<file path="config.mk">
export PLATFORM = sky130hd
export DESIGN_NAME = demux1to16_frame
export DESIGN_NICKNAME = d
export VERILOG_FILES = /design/src/rtl/demux1to16_frame.sv
export SDC_FILE = /design/constraint.sdc
export NUM_CORES = 1
export LEC_CHECK = 0
export CAP_MARGIN = 30
export CELL_PAD_IN_SITES_DETAIL_PLACEMENT = 1
export CELL_PAD_IN_SITES_GLOBAL_PLACEMENT = 2
export CORE_UTILIZATION = 34
export DETAILED_ROUTE_END_ITERATION = 6
export GPL_ROUTABILITY_DRIVEN = 0
export GPL_TIMING_DRIVEN = 1
export PLACE_DENSITY_LB_ADDON = 0.2
export REMOVE_ABC_BUFFERS = 1
export SETUP_SLACK_MARGIN = 0.02
export SKIP_LAST_GASP = 1
export SLEW_MARGIN = 20
export SYNTH_ARGS = -nofsm -noshare
export SYNTH_HDL_FRONTEND = slang
export SYNTH_SLANG_ARGS = --single-unit
</file>
<file path="constraint.sdc">
create_clock -name clk -period 2.5 [get_ports clk]
set_clock_uncertainty 0.05 [all_clocks]
set_input_delay 0.375 -clock clk [delete_from_list [all_inputs] [get_ports clk]]
set_output_delay 0.375 -clock clk [all_outputs]
set_load 0.02 [all_outputs]
</file>
<file path="src/rtl/demux1to16_frame.sv">
// -----------------------------------------------------------------------------
// demux1to16_frame
//   Sequential 1-to-16 demultiplexer / deserializer. Each accepted serial bit
//   is steered into one slot of a 16-bit shadow frame. The slot comes either
//   from the explicit select s or from an internal auto-increment pointer.
//   The finished frame is published on w together with a one-cycle strobe.
//   w never exposes a partially filled frame.
//
// Optional build macro:
//   DEMUX_MSB_FIRST_EN - auto mode fills slots 15 down to 0. The pointer
//                        starts at 15, decrements per auto beat and reloads
//                        to 15. Explicit-select mode is not affected.
//
// Ports:
//   clk         in   rising-edge clock
//   resetn      in   asynchronous active-low reset
//   d_in        in   serial data bit
//   d_valid     in   beat qualifier for d_in
//   s[3:0]      in   explicit slot select (used when auto_mode=0)
//   auto_mode   in   1: slot from internal pointer, 0: slot from s
//   clr         in   synchronous abort of the frame in progress
//   w[15:0]     out  last completed frame (held until next completion)
//   word_valid  out  one-cycle strobe, w was just updated
//   busy        out  partial frame held (state FILL)
//   ptr[3:0]    out  current auto pointer
//   overrun     out  sticky, a slot was written twice within one frame
// -----------------------------------------------------------------------------
module demux1to16_frame #(
    parameter int WIDTH = 16
) (
    input  logic             clk,
    input  logic             resetn,
    input  logic             d_in,
    input  logic             d_valid,
    input  logic [3:0]       s,
    input  logic             auto_mode,
    input  logic             clr,
    output logic [WIDTH-1:0] w,
    output logic             word_valid,
    output logic             busy,
    output logic [3:0]       ptr,
    output logic             overrun
);

    typedef enum logic [1:0] {
        IDLE = 2'd0,
        FILL = 2'd1,
        DONE = 2'd2
    } state_t;

`ifdef DEMUX_MSB_FIRST_EN
    localparam logic [3:0] PTR_INIT = 4'd15;
`else
    localparam logic [3:0] PTR_INIT = 4'd0;
`endif

    state_t           state_q, state_d;
    logic [WIDTH-1:0] shadow_q, shadow_d;
    logic [WIDTH-1:0] mask_q, mask_d;
    logic [WIDTH-1:0] w_q, w_d;
    logic             word_valid_q, word_valid_d;
    logic [3:0]       ptr_q, ptr_d;
    logic             overrun_q, overrun_d;

    // Beat-level helper signals
    logic             accept;
    logic [3:0]       idx;
    logic             dup;
    logic [WIDTH-1:0] mask_set;
    logic [WIDTH-1:0] shadow_set;
    logic             complete;
    logic [3:0]       ptr_step;

    always_comb begin
        // clr takes priority: a beat in the same cycle is simply dropped
        accept     = d_valid & ~clr;
        idx        = auto_mode ? ptr_q : s;
        dup        = mask_q[idx];
        mask_set   = mask_q;
        mask_set[idx] = 1'b1;
        shadow_set = shadow_q;
        shadow_set[idx] = d_in;
        // A duplicate leaves mask_set == mask_q, which is never full here
        // (completion clears the mask), so duplicates cannot complete.
        complete   = accept & (&mask_set);
`ifdef DEMUX_MSB_FIRST_EN
        ptr_step   = ptr_q - 4'd1;
`else
        ptr_step   = ptr_q + 4'd1;
`endif
    end

    always_comb begin
        state_d      = state_q;
        shadow_d     = shadow_q;
        mask_d       = mask_q;
        w_d          = w_q;
        word_valid_d = 1'b0;
        ptr_d        = ptr_q;
        overrun_d    = overrun_q;

        if (clr) begin
            // shadow and w intentionally untouched
            mask_d    = '0;
            ptr_d     = PTR_INIT;
            overrun_d = 1'b0;
            state_d   = IDLE;
        end else if (accept) begin
            shadow_d = shadow_set;
            if (dup) begin
                overrun_d = 1'b1;
            end
            if (auto_mode) begin
                ptr_d = ptr_step;
            end
            if (complete) begin
                w_d          = shadow_set;
                word_valid_d = 1'b1;
                mask_d       = '0;
                ptr_d        = PTR_INIT;
                state_d      = DONE;
            end else begin
                mask_d  = mask_set;
                state_d = FILL;
            end
        end else if (state_q == DONE) begin
            state_d = IDLE;
        end
    end

    always_ff @(posedge clk or negedge resetn) begin
        if (!resetn) begin
            state_q      <= IDLE;
            shadow_q     <= '0;
            mask_q       <= '0;
            w_q          <= '0;
            word_valid_q <= 1'b0;
            ptr_q        <= PTR_INIT;
            overrun_q    <= 1'b0;
        end else begin
            state_q      <= state_d;
            shadow_q     <= shadow_d;
            mask_q       <= mask_d;
            w_q          <= w_d;
            word_valid_q <= word_valid_d;
            ptr_q        <= ptr_d;
            overrun_q    <= overrun_d;
        end
    end

    assign w          = w_q;
    assign word_valid = word_valid_q;
    assign busy       = (state_q == FILL);
    assign ptr        = ptr_q;
    assign overrun    = overrun_q;

endmodule

</file>
Word-level counts from Yosys, hierarchy flattened
Index checks and enable logic that the tools add are counted.
{"block": "totals", "reg_bits": 56, "out_inout_bits": 23}
{"block": "op_classes", "addsub": 1, "magnitude_cmp": 2, "n_eq_ne": 2, "n_mux": 23, "bitwise_logic": 4, "reduce_logical": 10}
{"op": "$mux W16", "n": 3}
{"op": "$mux W4", "n": 5}
{"op": "$bwmux W16", "n": 1}
{"op": "$or A16 B16 Y16", "n": 1}
{"op": "$reduce_and A16 Y1", "n": 1}
{"op": "$mux W1", "n": 8}
{"op": "$mux W2", "n": 4}
{"op": "$reduce_and A2 Y1", "n": 3}
{"op": "$reduce_bool A3 Y1", "n": 2}
{"op": "$lt A4 B5 Y1 const B", "n": 1}
{"op": "$add A4 B1 Y4 const B", "n": 1}
{"op": "$bmux W1 S4", "n": 1}
{"op": "$demux W1 S4", "n": 1}
{"op": "$ge A4 B1 Y1 const B", "n": 1}
{"op": "$reduce_bool A2 Y1", "n": 2}
{"op": "$reduce_and A3 Y1", "n": 1}
{"op": "$and A1 B1 Y1", "n": 2}
{"op": "$eq A2 B1 Y1 const B", "n": 1}
{"op": "$eq A2 B2 Y1 const B", "n": 1}
{"op": "$logic_and A1 B1 Y1", "n": 1}
{"op": "$not A1 Y1", "n": 1}

Logic depth before layout (Yosys ltp)
{"block": "depth", "word_depth": 11, "ltp_mapped": 9}

Least setup slack after synthesis
No wires, ideal clock.
{"block": "synth_timing", "path_type": "register -> register", "from": "register ptr_q[1] (netlist: ptr[1])", "to": "register w_q[12] (netlist: w[12])", "setup_ns": 0.125, "arrival_ns": 2.407, "t_required_ns": 2.325, "path_slack_ns": -0.082, "path_stages_with_launch": 9, "path_buffers": 2, "synth_period_minus_slack_ns": 2.582, "cell_sequence": "dfrtp_1 -> clkbuf_1 -> or3b_1 -> a22oi_1 -> o22ai_1 -> nor4_4 -> nand3_4 -> buf_6 -> mux2_4"}
{"block": "synth_between", "elab_chain_len": 9, "elab_cells_between_ends": 11, "cone_classes": "2 x order compare; 4 x mux; 2 x bitwise; 3 x reduce/logical"}
{"item": "start, declared", "line_no": "62", "source": "logic [3:0] ptr_q, ptr_d;"}
{"item": "start signal, assigned", "line_no": "146", "source": "ptr_q <= ptr_d;"}
{"item": "$mux W4 *", "line_no": "77", "source": "idx = auto_mode ? ptr_q : s;"}
{"item": "$lt A4 B5 Y1 (not written as such) or $ge A4 B1 Y1 (tied branches)", "line_no": "80, 82"}
{"item": "$logic_and A1 B1 Y1 (not written as such)", "line_no": "80, 82"}
{"item": "$mux W1 (not written as such)", "line_no": "80, 82"}
{"item": "$demux W1 S4 *", "line_no": "80, 82"}
{"item": "$or A16 B16 Y16 (no line)"}
{"item": "$reduce_and A16 Y1", "line_no": "85", "source": "complete = accept & (&mask_set);"}
{"item": "$and A1 B1 Y1", "line_no": "85"}
{"item": "$reduce_and A3 Y1 (no line)"}
{"item": "end signal, assigned", "line_no": "144", "source": "w_q <= w_d;"}
{"item": "end, declared", "line_no": "60", "source": "logic [WIDTH-1:0] w_q, w_d;"}
Every way passes the cells marked *; elsewhere a longest branch is shown, timed or not.
A chain may end at the register's enable or synchronous reset.

Final worst setup path
{"block": "layout_timing", "from": "input port auto_mode", "to": "register w_q[14] (netlist: w[14])"}
{"block": "layout_between", "elab_chain_len": 9, "elab_cells_between_ends": 11, "cone_classes": "2 x order compare; 4 x mux; 2 x bitwise; 3 x reduce/logical"}
{"item": "start, declared", "line_no": "36", "source": "input logic auto_mode,"}
{"item": "$mux W4 *", "line_no": "77"}
{"item": "$lt A4 B5 Y1 (not written as such) or $ge A4 B1 Y1 (tied branches)", "line_no": "80, 82"}
{"item": "$logic_and A1 B1 Y1 (not written as such)", "line_no": "80, 82"}
{"item": "$mux W1 (not written as such)", "line_no": "80, 82"}
{"item": "$demux W1 S4 *", "line_no": "80, 82"}
{"item": "$or A16 B16 Y16 (no line)"}
{"item": "$reduce_and A16 Y1", "line_no": "85"}
{"item": "$and A1 B1 Y1", "line_no": "85"}
{"item": "$reduce_and A3 Y1 (no line)"}
Marked as above.

==> flow_results.xml <==
<?xml version="1.0" encoding="UTF-8"?>
<metrics>
  <group name="clock_tree">
    <metric name="cts-root-to-sink-buffers" unit="">2</metric>
    <metric name="h-tree-depth" unit="">2</metric>
    <metric name="cts_root_buffer" unit="">sky130_fd_sc_hd__clkbuf_8</metric>
    <metric name="path_clk_slew" unit="ns">0.10</metric>
    <metric name="cts_sinks" unit="">56</metric>
    <metric name="tritoncts" unit="">done</metric>
    <metric name="worst_skew_pair.late_latency" unit="ns">0.32</metric>
    <metric name="cts-hold-fix-buffers" unit="">0</metric>
    <metric name="cts_buffers" unit="">5</metric>
  </group>
  <group name="setup_path">
    <metric name="critPathTopFamily" unit="">buffers and inverters</metric>
    <metric name="reg2reg_slack" unit="ns">0.08</metric>
    <metric name="crit_path_cell_trace" unit="">buf_2, buf_12, buf_4, nand3b_1, a22oi_2, o22ai_2, nor4_4, buf_4, nand3_4, buf_6, mux2_4</metric>
    <metric name="worst_path_most_repeated_cell" unit="">sky130_fd_sc_hd__buf_4</metric>
    <metric name="worstPathBufferInverterCount" unit="">5</metric>
    <metric name="timing.critical_path.arrival" unit="ns">2.62</metric>
    <metric name="timing.critical_path.required" unit="ns">2.66</metric>
    <metric name="critPathMaxStageDelay" unit="ns">0.34</metric>
    <metric name="critPathCaptureType" unit="">flop</metric>
    <metric name="cp-start-kind" unit="">primary input</metric>
    <metric name="timing.reg2reg.worst_path_depth" unit="">8</metric>
    <metric name="worstSetupPathType" unit="">primary input to flop</metric>
    <metric name="crit-reg2reg-capture" unit="">w[14]</metric>
    <metric name="crit_slowest_cell" unit="">sky130_fd_sc_hd__nor4_4</metric>
    <metric name="critical_path.max_fanout" unit="">11</metric>
    <metric name="rr_startpoint" unit="">ptr[1]</metric>
  </group>
  <group name="logic_synthesis">
    <metric name="netlist-cell-type-count" unit="">51</metric>
    <metric name="postSynthRegisterBits" unit="">56</metric>
    <metric name="library_cell_with_the_highest_instance_count_after_synthesis" unit="">sky130_fd_sc_hd__dfrtp_1</metric>
    <metric name="async_set_or_reset_register_ratio_after_synthesis" unit="">1.00</metric>
    <metric name="post_synth_main_area_contributors" unit="">sky130_fd_sc_hd__dfrtp_1, sky130_fd_sc_hd__mux2_2, sky130_fd_sc_hd__mux2i_1, sky130_fd_sc_hd__mux4_2, sky130_fd_sc_hd__o21a_1</metric>
    <metric name="synth_area_leader_cell" unit="">sky130_fd_sc_hd__dfrtp_1</metric>
    <metric name="syn_area" unit="um^2">3110</metric>
    <metric name="synth-edff-count" unit="">0</metric>
    <metric name="ys.warnings.count" unit="">0</metric>
    <metric name="ys_top_cells_by_count" unit="">sky130_fd_sc_hd__dfrtp_1, sky130_fd_sc_hd__mux2_2, sky130_fd_sc_hd__nand2_1</metric>
    <metric name="netlist_instances" unit="">283</metric>
    <metric name="yosysTopAreaCellShare" unit="">0.451</metric>
    <metric name="syn-mean-instance-area" unit="um^2">11.0</metric>
    <metric name="synth_ff_type" unit="">sky130_fd_sc_hd__dfrtp_1</metric>
    <metric name="synth-seq-area-share" unit="">0.451</metric>
  </group>
  <group name="power_and_ir_drop">
    <metric name="clk_network_pwr_share" unit="">0.292</metric>
    <metric name="vdd_ir_drop_max" unit="uV">206</metric>
    <metric name="p_int" unit="uW">1360</metric>
    <metric name="comb_power_share" unit="">0.182</metric>
    <metric name="swShare" unit="">0.272</metric>
    <metric name="sequential_share_of_power" unit="">0.526</metric>
    <metric name="pwr_cell_area" unit="nW/um^2">428</metric>
    <metric name="total_switching_power" unit="uW">509</metric>
    <metric name="cellLeakagePower" unit="uW">0.00204</metric>
  </group>
  <group name="sta">
    <metric name="final_number_of_max_transition_violations" unit="">0</metric>
    <metric name="fin_tns_setup" unit="ns">0</metric>
    <metric name="max_clock_freq" unit="MHz">406</metric>
    <metric name="timing.max_slew.rel_slack" unit="">0.521</metric>
    <metric name="fin_crit_sh" unit="">0.985</metric>
    <metric name="worst_pin_slew" unit="ns">0.719</metric>
    <metric name="post-route-min-period" unit="ns">2.46</metric>
    <metric name="unrepaired_setup_endpoints_after_global_routing" unit="">false</metric>
    <metric name="final-setup-viol-count" unit="">0</metric>
    <metric name="final-hold-violation-count" unit="">0</metric>
    <metric name="final.setup.worst_slack" unit="ns">0.0366</metric>
  </group>
  <group name="routing">
    <metric name="wl" unit="um">9990</metric>
    <metric name="vias_per_cell" unit="">5.38</metric>
    <metric name="total_number_of_vias" unit="">2672</metric>
    <metric name="first_pass_iters" unit="">4</metric>
    <metric name="avg_wl_per_cell" unit="um">20.1</metric>
    <metric name="route.antenna.remaining_nets" unit="">0</metric>
    <metric name="first_iter_violations" unit="">80</metric>
    <metric name="drc" unit="">0</metric>
  </group>
  <group name="worst_hold_path">
    <metric name="hold_crit_path_type" unit="">primary input to asynchronous set/reset pin</metric>
  </group>
  <group name="die">
    <metric name="chipHeight" unit="um">97.6</metric>
    <metric name="dieArea" unit="um^2">9520</metric>
    <metric name="chipWidth" unit="um">97.6</metric>
    <metric name="core-area" unit="um^2">8760</metric>
    <metric name="ios" unit="">33</metric>
    <metric name="rows" unit="">34</metric>
    <metric name="initial_core_util" unit="">0.355</metric>
  </group>
  <group name="place">
    <metric name="place_inst" unit="">471</metric>
    <metric name="io_buffer_count" unit="">32</metric>
    <metric name="place_ws" unit="ns">-0.700</metric>
    <metric name="dp_hpwl" unit="um">7070</metric>
    <metric name="dpl_cell_area" unit="um^2">4000</metric>
  </group>
  <group name="global_route">
    <metric name="grt_start_max_net_pins" unit="">31</metric>
    <metric name="grt_util_all_layers" unit="">0.218</metric>
    <metric name="grt_overflow" unit="">0</metric>
    <metric name="grt_pass1_vias" unit="">2864</metric>
    <metric name="antenna_found_initial" unit="">0</metric>
    <metric name="grt_first_pass_wirelength" unit="um">15900</metric>
  </group>
  <group name="flow_run">
    <metric name="timing.max_cap.violations" unit="">0</metric>
  </group>
  <group name="final_layout">
    <metric name="area.growth.synth_to_final" unit="%">41.0</metric>
    <metric name="fin_cells" unit="">497</metric>
    <metric name="fillers" unit="">974</metric>
    <metric name="n_antenna_cell" unit="">0</metric>
    <metric name="share_of_final_layout_standard_cells_stronger_than_drive_strength_1" unit="">0.411</metric>
    <metric name="layout_nets" unit="">399</metric>
    <metric name="finalInstanceArea" unit="um^2">4380</metric>
  </group>
  <group name="run_status">
    <metric name="result_of_the_run" unit="">finished clean</metric>
  </group>
</metrics>
-- worst max-delay path by stage --
| stage | start | to | slack (ns) | depth (start not counted) |
|---|---|---|---|---|
| 2_1_floorplan | ptr[0] | ptr[0] | -0.01 | 6 |
| 3_3_place_gp | auto_mode | ptr[1] | -0.67 | 12 |
| 3_5_place_dp | auto_mode | ptr[1] | -0.70 | 12 |
| 4_1_cts | auto_mode | w[14] | 0.02 | 12 |
| 5_1_grt | ptr[1] | w[14] | 0.0007 | 9 |
| 6_report | auto_mode | w[14] | 0.04 | 11 |
-- kinds of logic (layout without fill, tap and decap cells) --
kind of cell,count (synthesis),count (layout),share of synthesized area
simple gates,97,97,0.182
flops,56,56,0.451
fa+ha+maj,1,1,0.00403
buf+inv,25,131,0.0346
compound gates,47,47,0.111
xor+xnor,3,3,0.00846
mux,54,54,0.209
-- state kept, by name, indices dropped and copies added (netlist names) --
register    flops
overrun         1
shadow_q       16
ptr             4
w              16
mask_q         16
word_valid      1
state_q         2
-- metrics by stage --
stage / utilization / power, uW / hold slack [ns]
after floorplan: - / 1140 / 0.0294
after global placement: 0.457 / 1300 / 0.419
after detailed placement: 0.457 / 1310 / 0.428
after CTS: 0.485 / 1880 / 0.0817
after global routing: 0.500 / 1960 / 0.0987
final: 0.500 / 1870 / 0.0385
-- placed cells by master, fill, tap and decap left out, types with 7 or more instances in the layout --
cell type / netlist / layout
sky130_fd_sc_hd__a21oi_1: 7 / 7
sky130_fd_sc_hd__a22oi_2: 2 / 7
sky130_fd_sc_hd__and2_1: 8 / 8
sky130_fd_sc_hd__buf_4: 0 / 75
sky130_fd_sc_hd__clkdlybuf4s50_1: 0 / 26
sky130_fd_sc_hd__dfrtp_1: 56 / 53
sky130_fd_sc_hd__inv_1: 9 / 9
sky130_fd_sc_hd__mux2_2: 35 / 35
sky130_fd_sc_hd__mux2i_1: 12 / 12
sky130_fd_sc_hd__nand2_1: 21 / 21
sky130_fd_sc_hd__nor2_1: 20 / 20
sky130_fd_sc_hd__nor2b_1: 9 / 9
sky130_fd_sc_hd__o21a_1: 12 / 12
-- timing repair --
item                                    in CTS  in global routing
gates cloned                                 2                  0
pin swaps                                    6                  7
gates resized for setup                     21                 14
endpoints found under the setup margin      38                 36
buffers inserted                             6                 10
-- routing by layer --
metal,vias up,GRT usage,part of all wire
met5,-,0,0
met4,0,0.0701,0.031
met3,23,0.0266,0.036
met2,72,0.360,0.48
met1,1349,0.297,0.46
li1,1228,-,-
-- power groups by stage --
stage	combinational, uW	sequential (uW)	clock (uW)
after floorplan	144	996	0
after global placement	304	999	0
after detailed placement	310	1000	0
after CTS	329	985	564
after global routing	369	993	596
final	340	986	547
-- area by class of cell --
type | instances | area (um^2) | area share
clock inverters | 2 | 13.8 | 0.00314
repair buffers | 114 | 1020 | 0.232
well taps | 108 | 135 | 0.0308
multi-input cells | 202 | 1690 | 0.387
flip-flops and latches | 56 | 1410 | 0.321
inverters | 9 | 33.8 | 0.00771
clock buffers | 6 | 82.6 | 0.0188
No activity file was read; power rests on OpenSTA's default activity.
